[src/rtl/axi_lite_pkg.sv]
// axi_lite_pkg: shared types and constants for the LSU AXI4-Lite master.
// Latency: n/a (declarations only).
// Backpressure: n/a.
// Contents: FSM state enum, AXI response codes (plus the local timeout code),
// and bit positions of the start_write/start_read controls in i_ctrl.
package axi_lite_pkg;

   typedef enum logic [2:0] {
      ST_IDLE    = 3'd0,
      ST_WR      = 3'd1,
      ST_WR_RESP = 3'd2,
      ST_RD_ADDR = 3'd3,
      ST_RD_DATA = 3'd4
   } state_e;

   localparam logic [1:0] RESP_OKAY    = 2'b00;
   localparam logic [1:0] RESP_EXOKAY  = 2'b01;
   localparam logic [1:0] RESP_SLVERR  = 2'b10;
   localparam logic [1:0] RESP_DECERR  = 2'b11;
   // Aborted handshakes reuse the DECERR encoding so the core sees one error class.
   localparam logic [1:0] RESP_TIMEOUT = 2'b11;

   localparam int CTRL_WR_BIT = 0;
   localparam int CTRL_RD_BIT = 1;

endpackage

[src/rtl/ctrl_edge_detect.sv]
// ctrl_edge_detect: per-bit rising-edge detector for software-held control levels.
// Latency: combinational pulse in the cycle the level first reads high.
// Backpressure: none; edges are reported unconditionally.
// Ports: i_clk, i_rst (async, active-high), i_lvl level inputs, o_rise one-cycle pulses.
module ctrl_edge_detect #(
   parameter int W = 2
) (
   input  logic         i_clk,
   input  logic         i_rst,
   input  logic [W-1:0] i_lvl,
   output logic [W-1:0] o_rise
);

   logic [W-1:0] lvl_q;

   always_ff @(posedge i_clk or posedge i_rst) begin
      if (i_rst) begin
         lvl_q <= '0;
      end else begin
         lvl_q <= i_lvl;
      end
   end

   assign o_rise = i_lvl & ~lvl_q;

endmodule

[src/rtl/lsu_axi_master.sv]
// lsu_axi_master: turns LSU register starts into single AXI4-Lite write/read transactions.
// Latency: VALID one cycle after the start edge; done pulses one cycle after the last handshake.
// Backpressure: VALIDs held until READY; starts arriving while busy are dropped and flagged.
// Ports: i_addr/i_wdata/i_wstrb/i_sel/i_ctrl from the register bank; AW/W/B/AR/R master
// channels; o_rdata/o_resp/o_busy/o_done/o_drop status back to the core.
// Build option: AXI_MASTER_TIMEOUT_EN adds a per-state handshake timeout (TIMEOUT_CYCLES).
module lsu_axi_master
   import axi_lite_pkg::*;
#(
   parameter int ADDR_W         = 32,
   parameter int DATA_W         = 32,
   parameter int TIMEOUT_CYCLES = 1024
) (
   input  logic              i_clk,
   input  logic              i_rst,
   input  logic [ADDR_W-1:0] i_addr,
   input  logic [DATA_W-1:0] i_wdata,
   input  logic [3:0]        i_wstrb,
   input  logic              i_sel,
   input  logic [1:0]        i_ctrl,
   output logic [ADDR_W-1:0] o_awaddr,
   output logic              o_awvalid,
   input  logic              i_awready,
   output logic [DATA_W-1:0] o_wdata,
   output logic [3:0]        o_wstrb,
   output logic              o_wvalid,
   input  logic              i_wready,
   input  logic [1:0]        i_bresp,
   input  logic              i_bvalid,
   output logic              o_bready,
   output logic [ADDR_W-1:0] o_araddr,
   output logic              o_arvalid,
   input  logic              i_arready,
   input  logic [DATA_W-1:0] i_rdata,
   input  logic [1:0]        i_rresp,
   input  logic              i_rvalid,
   output logic              o_rready,
   output logic [DATA_W-1:0] o_rdata,
   output logic [1:0]        o_resp,
   output logic              o_busy,
   output logic              o_done,
   output logic              o_drop
);

   if (TIMEOUT_CYCLES < 2) begin : g_bad_timeout
      $error("lsu_axi_master: TIMEOUT_CYCLES must be at least 2");
   end

   state_e            state_q, state_d;
   logic              pend_q, pend_d;
   logic [ADDR_W-1:0] addr_q, addr_d;
   logic [DATA_W-1:0] wdata_q, wdata_d;
   logic [3:0]        wstrb_q, wstrb_d;
   logic              awvalid_q, awvalid_d, wvalid_q, wvalid_d, bready_q, bready_d;
   logic              arvalid_q, arvalid_d, rready_q, rready_d;
   logic [DATA_W-1:0] rdata_q, rdata_d;
   logic [1:0]        resp_q, resp_d;
   logic              done_q, done_d, drop_q, drop_d;

   logic [1:0] rise;
   logic       wr_start, rd_start, busy, tmo_hit;

   ctrl_edge_detect #(.W(2)) u_edge (
      .i_clk  (i_clk),
      .i_rst  (i_rst),
      .i_lvl  (i_ctrl),
      .o_rise (rise)
   );

   assign wr_start = rise[CTRL_WR_BIT] & i_sel;
   assign rd_start = rise[CTRL_RD_BIT] & i_sel;
   // A queued read still counts as busy even though the FSM sits in IDLE for a cycle.
   assign busy     = (state_q != ST_IDLE) | pend_q;

`ifdef AXI_MASTER_TIMEOUT_EN
   localparam int CNT_W = $clog2(TIMEOUT_CYCLES);
   logic [CNT_W-1:0] cnt_q;

   // Counts cycles spent in the current non-IDLE state; restarts on every state change.
   always_ff @(posedge i_clk or posedge i_rst) begin
      if (i_rst) begin
         cnt_q <= '0;
      end else if ((state_d != state_q) || (state_q == ST_IDLE)) begin
         cnt_q <= '0;
      end else begin
         cnt_q <= cnt_q + 1'b1;
      end
   end

   assign tmo_hit = (state_q != ST_IDLE) && (cnt_q == CNT_W'(TIMEOUT_CYCLES - 1));
`else
   assign tmo_hit = 1'b0;
`endif

   always_comb begin
      state_d   = state_q;
      pend_d    = pend_q;
      addr_d    = addr_q;
      wdata_d   = wdata_q;
      wstrb_d   = wstrb_q;
      awvalid_d = awvalid_q;
      wvalid_d  = wvalid_q;
      bready_d  = bready_q;
      arvalid_d = arvalid_q;
      rready_d  = rready_q;
      rdata_d   = rdata_q;
      resp_d    = resp_q;
      done_d    = 1'b0;
      drop_d    = drop_q;

      // Any qualified start either is accepted (clears the flag) or is discarded (sets it).
      if (wr_start | rd_start) begin
         drop_d = busy;
      end

      unique case (state_q)
         ST_IDLE: begin
            if (pend_q) begin
               // Read half of a simultaneous start; addr_q still holds its address.
               pend_d    = 1'b0;
               arvalid_d = 1'b1;
               state_d   = ST_RD_ADDR;
            end else if (wr_start) begin
               addr_d    = i_addr;
               wdata_d   = i_wdata;
               wstrb_d   = i_wstrb;
               awvalid_d = 1'b1;
               wvalid_d  = 1'b1;
               pend_d    = rd_start;
               state_d   = ST_WR;
            end else if (rd_start) begin
               addr_d    = i_addr;
               arvalid_d = 1'b1;
               state_d   = ST_RD_ADDR;
            end
         end
         ST_WR: begin
            awvalid_d = awvalid_q & ~i_awready;
            wvalid_d  = wvalid_q & ~i_wready;
            if (!awvalid_d && !wvalid_d) begin
               bready_d = 1'b1;
               state_d  = ST_WR_RESP;
            end
         end
         ST_WR_RESP: begin
            if (bready_q && i_bvalid) begin
               resp_d   = i_bresp;
               done_d   = 1'b1;
               bready_d = 1'b0;
               state_d  = ST_IDLE;
            end
         end
         ST_RD_ADDR: begin
            if (i_arready) begin
               arvalid_d = 1'b0;
               rready_d  = 1'b1;
               state_d   = ST_RD_DATA;
            end
         end
         ST_RD_DATA: begin
            if (rready_q && i_rvalid) begin
               rdata_d  = i_rdata;
               resp_d   = i_rresp;
               done_d   = 1'b1;
               rready_d = 1'b0;
               state_d  = ST_IDLE;
            end
         end
         default: state_d = ST_IDLE;
      endcase

      // Abort only when the pending handshake did not complete in this same cycle.
      if (tmo_hit && (state_d == state_q)) begin
         awvalid_d = 1'b0;
         wvalid_d  = 1'b0;
         bready_d  = 1'b0;
         arvalid_d = 1'b0;
         rready_d  = 1'b0;
         pend_d    = 1'b0;
         resp_d    = RESP_TIMEOUT;
         done_d    = 1'b1;
         state_d   = ST_IDLE;
      end
   end

   always_ff @(posedge i_clk or posedge i_rst) begin
      if (i_rst) begin
         state_q   <= ST_IDLE;
         pend_q    <= 1'b0;
         addr_q    <= '0;
         wdata_q   <= '0;
         wstrb_q   <= '0;
         awvalid_q <= 1'b0;
         wvalid_q  <= 1'b0;
         bready_q  <= 1'b0;
         arvalid_q <= 1'b0;
         rready_q  <= 1'b0;
         rdata_q   <= '0;
         resp_q    <= RESP_OKAY;
         done_q    <= 1'b0;
         drop_q    <= 1'b0;
      end else begin
         state_q   <= state_d;
         pend_q    <= pend_d;
         addr_q    <= addr_d;
         wdata_q   <= wdata_d;
         wstrb_q   <= wstrb_d;
         awvalid_q <= awvalid_d;
         wvalid_q  <= wvalid_d;
         bready_q  <= bready_d;
         arvalid_q <= arvalid_d;
         rready_q  <= rready_d;
         rdata_q   <= rdata_d;
         resp_q    <= resp_d;
         done_q    <= done_d;
         drop_q    <= drop_d;
      end
   end

   assign o_awaddr  = addr_q;
   assign o_awvalid = awvalid_q;
   assign o_wdata   = wdata_q;
   assign o_wstrb   = wstrb_q;
   assign o_wvalid  = wvalid_q;
   assign o_bready  = bready_q;
   assign o_araddr  = addr_q;
   assign o_arvalid = arvalid_q;
   assign o_rready  = rready_q;
   assign o_rdata   = rdata_q;
   assign o_resp    = resp_q;
   assign o_busy    = busy;
   assign o_done    = done_q;
   assign o_drop    = drop_q;

endmodule

[config.mk]
export PLATFORM = sky130hd
export DESIGN_NAME = lsu_axi_master
export DESIGN_NICKNAME = d
export VERILOG_FILES = /design/src/rtl/axi_lite_pkg.sv /design/src/rtl/ctrl_edge_detect.sv /design/src/rtl/lsu_axi_master.sv
export SDC_FILE = /design/constraint.sdc
export NUM_CORES = 1
export LEC_CHECK = 0
export CAP_MARGIN = 20
export CORE_MARGIN = 3
export CORE_UTILIZATION = 36
export DETAILED_ROUTE_END_ITERATION = 12
export GPL_TIMING_DRIVEN = 1
export PLACE_DENSITY = 0.77
export SYNTH_ARGS = -nofsm -noshare
export SYNTH_HDL_FRONTEND = slang
export SYNTH_HIERARCHICAL = 1
export SYNTH_SLANG_ARGS = --single-unit
[constraint.sdc]
create_clock -name i_clk -period 4.6 [get_ports i_clk]
set_clock_uncertainty 0.2 [all_clocks]
set_input_delay 1.38 -clock i_clk [delete_from_list [all_inputs] [get_ports i_clk]]
set_output_delay 1.38 -clock i_clk [all_outputs]
set_load 0.005 [all_outputs]
# Word level (Yosys, flattened, before mapping)
# Index checks and enable logic that the tools add are counted.
word_totals:
  ff_bits: 115
  input_bits: 114
  out_inout_bits: 142
  elab_cells: 94
classes:
  eq_ne: 13
  mux: 33
  bitwise: 11
  n_reduce_logical: 22
ops:
  columns: ["operator", "count"]
  rows:
  - ["32-bit 2-to-1 mux", 2]
  - ["3-bit 2-to-1 mux", 7]
  - ["3-bit AND reduction", 6]
  - ["3-bit case mux with 5 select lines", 1]
  - ["1-bit 2-to-1 mux", 14]
  - ["2-bit inequality test (second input constant)", 6]
  - ["1-bit case mux with 2 select lines", 6]
  - ["2-bit nonzero test", 6]
  - ["3-bit by 2-bit == test with 1-bit output (second input constant)", 2]
  - ["3-bit inequality test (second input constant)", 2]
  - ["5-bit AND reduction", 1]
  - ["1-bit AND", 4]
  - ["2-bit 2-to-1 mux", 2]
  - ["4-bit inequality test (second input constant)", 1]
  - ["2-bit case mux with 2 select lines", 1]
  - ["4-bit AND reduction", 1]
  - ["3-bit by 1-bit == test with 1-bit output (second input constant)", 1]
  - ["3-bit == test (second input constant)", 1]
  - ["1-bit logical AND", 3]
  - ["3-bit zero test", 1]
  - ["1-bit NOT", 3]
  - ["3-bit nonzero test", 1]
  - ["2-bit AND", 1]
  - ["1-bit zero test", 2]
  - ["other kinds (3)", 4]

# Logic depth before layout (Yosys ltp)
# Gate-level depths: netlist of run 1.
depth:
  word_depth: 7
  ltp_mapped: 6
  depth_no_buf: 4

# By module
# Netlist of run 1, hierarchy kept.
modules_own_cells:
  columns: ["mod", "n_inst", "cells_per_inst", "area_each_um2"]
  rows:
  - ["lsu_axi_master", 1, 314, 4827.1]
  - ["ctrl_edge_detect", 1, 5, 81.3]

# Worst setup path before layout of run 1
# OpenSTA, ideal clock, no wires.
synth_path:
  path_type: "input port to flip-flop"
  from: "input port i_ctrl[0]"
  to: "register wdata_q[10], in the netlist o_wdata[10]"
  setup_time_ns: 0.125
  arrival_time_ns: 2.413
  path_slack_ns: 1.862
  cell_stages: 6
  path_cell_list: "nor2b_4 and3b_1 nor2b_4 buf_8 buf_12 mux2_4"
synth_between:
  elab_chain_cells: 3
synth_rtl:
  columns: ["item", "line", "source"]
  rows:
  - ["start, declared", "lsu_axi_master.sv:20", "input logic [1:0] i_ctrl,"]
  - ["2-bit AND", "ctrl_edge_detect.sv:24", "assign o_rise = i_lvl & ~lvl_q;"]
  - ["1-bit AND", "lsu_axi_master.sv:70", "assign wr_start = rise[CTRL_WR_BIT] & i_sel;"]
  - ["3-bit AND reduction (no line)", null, null]
  - ["end signal, assigned", "lsu_axi_master.sv:206", "wdata_q <= wdata_d;"]
  - ["end, declared", "lsu_axi_master.sv:52", "logic [DATA_W-1:0] wdata_q, wdata_d;"]
# No other way between the ends.
# A chain may end at the register's enable or synchronous reset.

# Worst setup path after layout of run 1
layout_path:
  from: "register state_q[1]"
  to: "output port o_busy"
layout_between:
  elab_chain_cells: 2
layout_rtl:
  columns: ["item", "line", "source"]
  rows:
  - ["start, declared", "lsu_axi_master.sv:49", "state_e state_q, state_d;"]
  - ["start signal, assigned", "lsu_axi_master.sv:203", "state_q <= state_d;"]
  - ["3-bit nonzero test", "lsu_axi_master.sv:73", "assign busy = (state_q != ST_IDLE) | pend_q;"]
  - ["1-bit bitwise OR", "lsu_axi_master.sv:73", null]
  - ["end, declared", "lsu_axi_master.sv:40", "output logic o_busy,"]
# No other way between the ends.

==> flow_summary_export.csv, run 1 <==
group,metric,value,unit
setup_path,rrSetupSlack,2090,ps
hold_path,min_to,"o_rdata[2]",
floorplanning,die_w,123,um
yosys,yosys_most_used_dff,"dfrtp_1",
cells_and_area,areaGrowthSynthToFinish,62.5,%
yosys,yosysWarnings,6,
drt,drt_iter0_drc,172,
clock_tree,cts-hold-fix-buffers,0,
global_route,antenna_found_initial,0,
global_route,grt_use_total,16.4,%
sta,slew_violations,0,
floorplanning,die_area,15100,um2
cells_and_area,antenna_cells,0,
sta,fmax,294,MHz
yosys,synth_edf_count,0,
hold_path,hold_class,"flop to flop",
drt,dr.pass1.iters,4,
global_route,overflow,0,
drt,viasPerCell,4.54,
drt,routedWlPerCell,16.9,um
clock_tree,cts_inserted_buffers,17,
yosys,synth_top_cell_area_share,58.6,%
clock_tree,ctsResizeCount,0,
yosys,ys_ff_latch,115,
sta,fin_crit_sh,74.1,%
yosys,syn_area_per_cell,15.4,um2
sta,fin_tns_setup,0,ps
cells_and_area,fillers,1060,
placement,dp_cells,708,
sta,layout_min_cycle_time,3410,ps
sta,max_slew_margin,66.5,%
setup_path,critPathArrivalTime,1830,ps
hold_path,hp-start,"o_rdata[2]",
placement,dp_hpwl,9360,um
yosys,async_flop_share,100,%
floorplanning,die_y,123,um
cells_and_area,regArea,2880,um2
run,max_cap_violations,0,
cells_and_area,multi_input_area,1630,um2
setup_path,slowest_stage,"dfrtp_1",
cells_and_area,most-common-layout-cells,"clkdlybuf4s50_1, dfrtp_1, mux2_2, mux2_4, clkbuf_16",
setup_path,end_kind,"primary output",
power_and_ir_drop,p_leak,3.43,nW
cells_and_area,layout-drive-gt1-share,25.4,%
power_and_ir_drop,p_per_area,637,nW/um2
cells_and_area,final_area,7980,um2
sta,hold_violations,0,
run_status,status,"complete, no violations",
sta,rsz0062_at_grt,"false",
drt,drc,0,
clock_tree,path_clk_slew,50,ps
floorplanning,rows,42,
cells_and_area,stdcell_count,740,
global_route,grt_pass1_vias,3582,
cells_and_area,layout_commonest_cell,"clkdlybuf4s50_1",
sta,worst_slew_pin_slew,501,ps
sta,setup_viol,0,
setup_path,worst-endpoint-required,3020,ps
floorplanning,initial_core_util,36.9,%
clock_tree,cts_setup_buffers,0,
power_and_ir_drop,finalPower,5.08,mW
setup_path,slowest_delay,510,ps
yosys,syn_inst,319,
placement,placed_area,7350,um2
yosys,synthTopCellsByArea,"dfrtp_1, mux2_2, mux2_4, buf_4, buf_12",
global_route,grt_pass1_wl,18800,um
setup_path,timing.rr.start,"state_q[0]",
drt,vias,3357,
hold_path,hold_depth,1,
clock_tree,tritoncts,"built",
placement,portBuffers,255,
drt,antenna_left,0,
clock_tree,insertion_delay,400,ps
setup_path,criticalPathCategory,"flop to primary output",
yosys,synth_top_cell_by_area,"dfrtp_1",
clock_tree,htree_levels,4,
clock_tree,root_buffer,"clkbuf_16",
global_route,grt_max_degree,77,
floorplanning,fp.coreArea,13300,um2
cells_and_area,nets,665,
setup_path,crit_chain,"nor2_2 > nand2_1 > clkdlybuf4s50_1",
floorplanning,pin_count,256,
yosys,synth.distinct_cells,35,
power_and_ir_drop,vdd_drop_max,0.354,mV
placement,gp_congestion,0.689,
clock_tree,cts_sinks,115,
yosys,seq_area_frac_synth,58.6,%
setup_path,start_kind,"flop",
drt,drt-total-wl,12500,um
setup_path,rr_endpoint,"o_wdata[12]",
setup_path,rr_worst_depth,4,
clock_tree,ctsLongestPathBuffers,2,
setup_path,crit_fanout,13,
yosys,syn-cell-area,4910,um2
yosys,synth_fp_nets,433,
critical path: cells and delay by family, from the launching register on:
kind | cells | cell delay, ps
AND/OR/NAND/NOR | 2 | 430
flip-flops | 1 | 510
buffers and inverters | 1 | 490
how the worst max path moves through the flow:
stage / to / slack (ps) / cells past startpoint / startpoint
after floorplan: o_araddr[0] / 30 / 1 / i_rst
after global placement: o_wdata[13] / 900 / 6 / i_ctrl[0]
after detailed placement: o_wdata[12] / 850 / 6 / i_ctrl[0]
after CTS: o_busy / 1160 / 3 / state_q[1]
after global routing: o_busy / 1080 / 3 / state_q[1]
final: o_busy / 1190 / 3 / state_q[1]
Yosys cell counts, types with 2 or more instances:
library cell	n
a21oi_1	6
and3b_1	2
buf_12	3
buf_2	2
buf_4	40
dfrtp_1	115
inv_1	4
mux2_1	3
mux2_2	72
mux2_4	29
nand2_1	6
nand3b_1	2
nand4b_1	2
nor2_1	5
nor2b_1	4
nor2b_4	3
o21ai_0	2
o2bb2ai_1	2
routing by layer:
metal	share of wire (%)	track usage, %
met5	0	0
met3	8.4	5.76
met4	1.1	6.02
met2	52	28.7
met1	38	18.3
where the power goes:
group	total (mW)	leakage, nW	internal [mW]	switching, mW
combinational	1.97	1.69	1.43	0.540
clock	1.39	0.307	0.948	0.444
sequential	1.73	1.44	1.42	0.301
total	5.08	3.43	3.80	1.29
registers in the layout, summed over array words and instances, names as in the netlist, 2 cells and up:
name,count
o_araddr,32
o_resp,2
o_wdata,32
state_q,3
o_rdata,32
u_edge/lvl_q,2
o_wstrb,4
area by class of cell:
cell class	instances	area share [%]
flip-flops and latches	115	36.1
clock inverters	9	1.90
inverters	4	0.220
repair buffers	260	32.6
well taps	176	2.76
multi-input cells	153	20.4
clock buffers	23	5.99
stage by stage:
stage	util, %	setup WS, ps	hold WS [ps]
2_1_floorplan	-	32.6	283
3_3_place_gp	55.3	901	270
3_5_place_dp	55.3	851	283
4_1_cts	60.0	1160	295
5_1_grt	60.0	1080	314
6_report	60.0	1190	288
cells by family (layout without fill, tap and decap cells):
kind of cell,after synthesis,after routing,share of synthesized area [%]
buf+inv,51,296,8.23
flops,115,115,58.6
simple gates,29,29,4.16
mux,104,104,26.1
compound gates,20,20,2.91
No activity file was read; power rests on OpenSTA's default activity.
==> inputs of run 2 (changes only) <==
--- a/config.mk
+++ b/config.mk
@@ -7,10 +7,10 @@
 export LEC_CHECK = 0
 export CAP_MARGIN = 20
 export CORE_MARGIN = 3
-export CORE_UTILIZATION = 36
+export CORE_UTILIZATION = 40
 export DETAILED_ROUTE_END_ITERATION = 12
 export GPL_TIMING_DRIVEN = 1
-export PLACE_DENSITY = 0.77
+export PLACE_DENSITY = 0.81
 export SYNTH_ARGS = -nofsm -noshare
 export SYNTH_HDL_FRONTEND = slang
 export SYNTH_HIERARCHICAL = 1
==> constraint.sdc (replaced) <==
create_clock -name i_clk -period 3.2 [get_ports i_clk]
set_clock_uncertainty 0.2 [all_clocks]
set_input_delay 0.96 -clock i_clk [delete_from_list [all_inputs] [get_ports i_clk]]
set_output_delay 0.96 -clock i_clk [all_outputs]
set_load 0.005 [all_outputs]
==> flow_summary_export.csv, run 2 (same netlist as run 1, synthesis figures left out) <==
group,metric,value,unit
sta,timing.final.ws_setup,233,ps
sta,worst_slew_pin_slew,581,ps
clock_tree,cts_inserted_buffers,17,
run,max_cap_violations,0,
floorplanning,initial_core_util,41.9,%
cells_and_area,areaGrowthSynthToFinish,62.0,%
floorplanning,die_w,117,um
drt,vias,3366,
cells_and_area,antenna_cells,0,
clock_tree,ctsLongestPathBuffers,2,
drt,routedWlPerCell,17.6,um
floorplanning,fp.coreArea,11700,um2
drt,viasPerCell,4.75,
setup_path,crit_fanout,13,
placement,dp_slack,231,ps
floorplanning,die_y,117,um
drt,drc,0,
drt,drt-total-wl,12400,um
sta,fmax,337,MHz
power_and_ir_drop,p_per_area,911,nW/um2
clock_tree,cts_sinks,115,
run_status,status,"complete, no violations",
drt,antenna_left,0,
sta,setup_viol,0,
cells_and_area,fillers,835,
placement,portBuffers,255,
global_route,overflow,0,
cells_and_area,layout-drive-gt1-share,25.3,%
global_route,grt_max_degree,114,
drt,drt_iter0_drc,197,
sta,slew_violations,0,
power_and_ir_drop,p_leak,3.43,nW
sta,rsz0062_at_grt,"false",
clock_tree,htree_levels,4,
setup_path,criticalPathCategory,"flop to primary output",
setup_path,timing.rr.start,"state_q[0]",
placement,dp_cells,676,
clock_tree,tritoncts,"built",
setup_path,slowest_stage,"dfrtp_1",
placement,gp_congestion,0.711,
placement,placed_area,7350,um2
sta,hold_violations,0,
setup_path,critPathBufInv,1,
sta,fin_crit_sh,92.7,%
clock_tree,cts-hold-fix-buffers,0,
floorplanning,rows,39,
floorplanning,die_area,13600,um2
sta,fin_tns_setup,0,ps
cells_and_area,utilization,67.9,%
sta,hold_ws,286,ps
cells_and_area,layout_commonest_cell,"clkdlybuf4s50_1",
setup_path,rrSetupSlack,1100,ps
clock_tree,root_buffer,"clkbuf_16",
setup_path,crit_chain,"nor2_2 > nand2_1 > clkdlybuf4s50_1",
hold_path,hold_depth,1,
clock_tree,path_clk_slew,50,ps
drt,dr.pass1.iters,4,
global_route,grt_pass1_wl,18700,um
floorplanning,pin_count,256,
global_route,grt_use_total,18.1,%
clock_tree,insertion_delay,400,ps
hold_path,hp-start,"o_rdata[9]",
setup_path,worst-endpoint-required,2040,ps
cells_and_area,final_area,7950,um2
global_route,grt_pass1_vias,3570,
global_route,antenna_found_initial,0,
cells_and_area,stdcell_count,708,
setup_path,cpLargestDelayFamily,"flip-flops",
setup_path,start_kind,"flop",
setup_path,slowest_delay,520,ps
power_and_ir_drop,finalPower,7.25,mW
sta,layout_min_cycle_time,2970,ps
hold_path,hold_class,"flop to flop",
cells_and_area,most-common-layout-cells,"clkdlybuf4s50_1, dfrtp_1, mux2_2, mux2_4, clkbuf_16",
power_and_ir_drop,vdd_drop_max,0.467,mV
hold_path,min_to,"o_rdata[9]",
setup_path,rr_worst_depth,5,
setup_path,critPathArrivalTime,1810,ps
setup_path,rr_endpoint,"o_wdata[24]",
placement,dp_hpwl,9250,um
setup_path,end_kind,"primary output",
setup_path,path_depth,3,
cells_and_area,nets,666,
clock_tree,ctsResizeCount,0,
sta,max_slew_margin,61.3,%
clock_tree,cts_setup_buffers,0,
==> run 2: layout make-up <==
cell class              count  area, um2  share of cell area, %
flip-flops and latches    115       2880                   36.2
repair buffers            261       2650                   33.3
multi-input cells         153       1630                   20.5
clock buffers              21        440                   5.54
well taps                 143        179                   2.25
clock inverters            11        160                   2.01
inverters                   4       18.8                  0.236
==> run 2: how the worst max path moves through the flow <==
| stage | from | slack, ps | endpoint |
|---|---|---|---|
| 2_1_floorplan | i_rst | 670 | o_araddr[0] |
| 3_3_place_gp | i_ctrl[0] | 270 | o_wdata[27] |
| 3_5_place_dp | i_ctrl[0] | 230 | o_wdata[28] |
| 4_1_cts | state_q[1] | 210 | o_busy |
| 5_1_grt | state_q[1] | 110 | o_busy |
| 6_report | state_q[1] | 230 | o_busy |
==> run 2: worst register-to-register path, delay by kind of cell, from the launching register on <==
kind | cells | cell delay (ps)
buffers and inverters | 2 | 450
DFF | 1 | 370
muxes | 1 | 400
and+or+nand+nor | 2 | 570
==> run 2: layer usage <==
layer,routed length (um),track usage (%),up-vias
li1,-,-,1551
met1,4590,20.2,1638
met2,6530,31.4,164
met3,1160,7.10,13
met4,163,6.65,0
met5,0,0,-
==> run 2: power by group <==
part	leakage (nW)	switching, mW	internal, mW
registers	1.44	0.405	2.05
clock network	0.291	0.624	1.29
logic	1.70	0.808	2.07
total	3.43	1.84	5.41
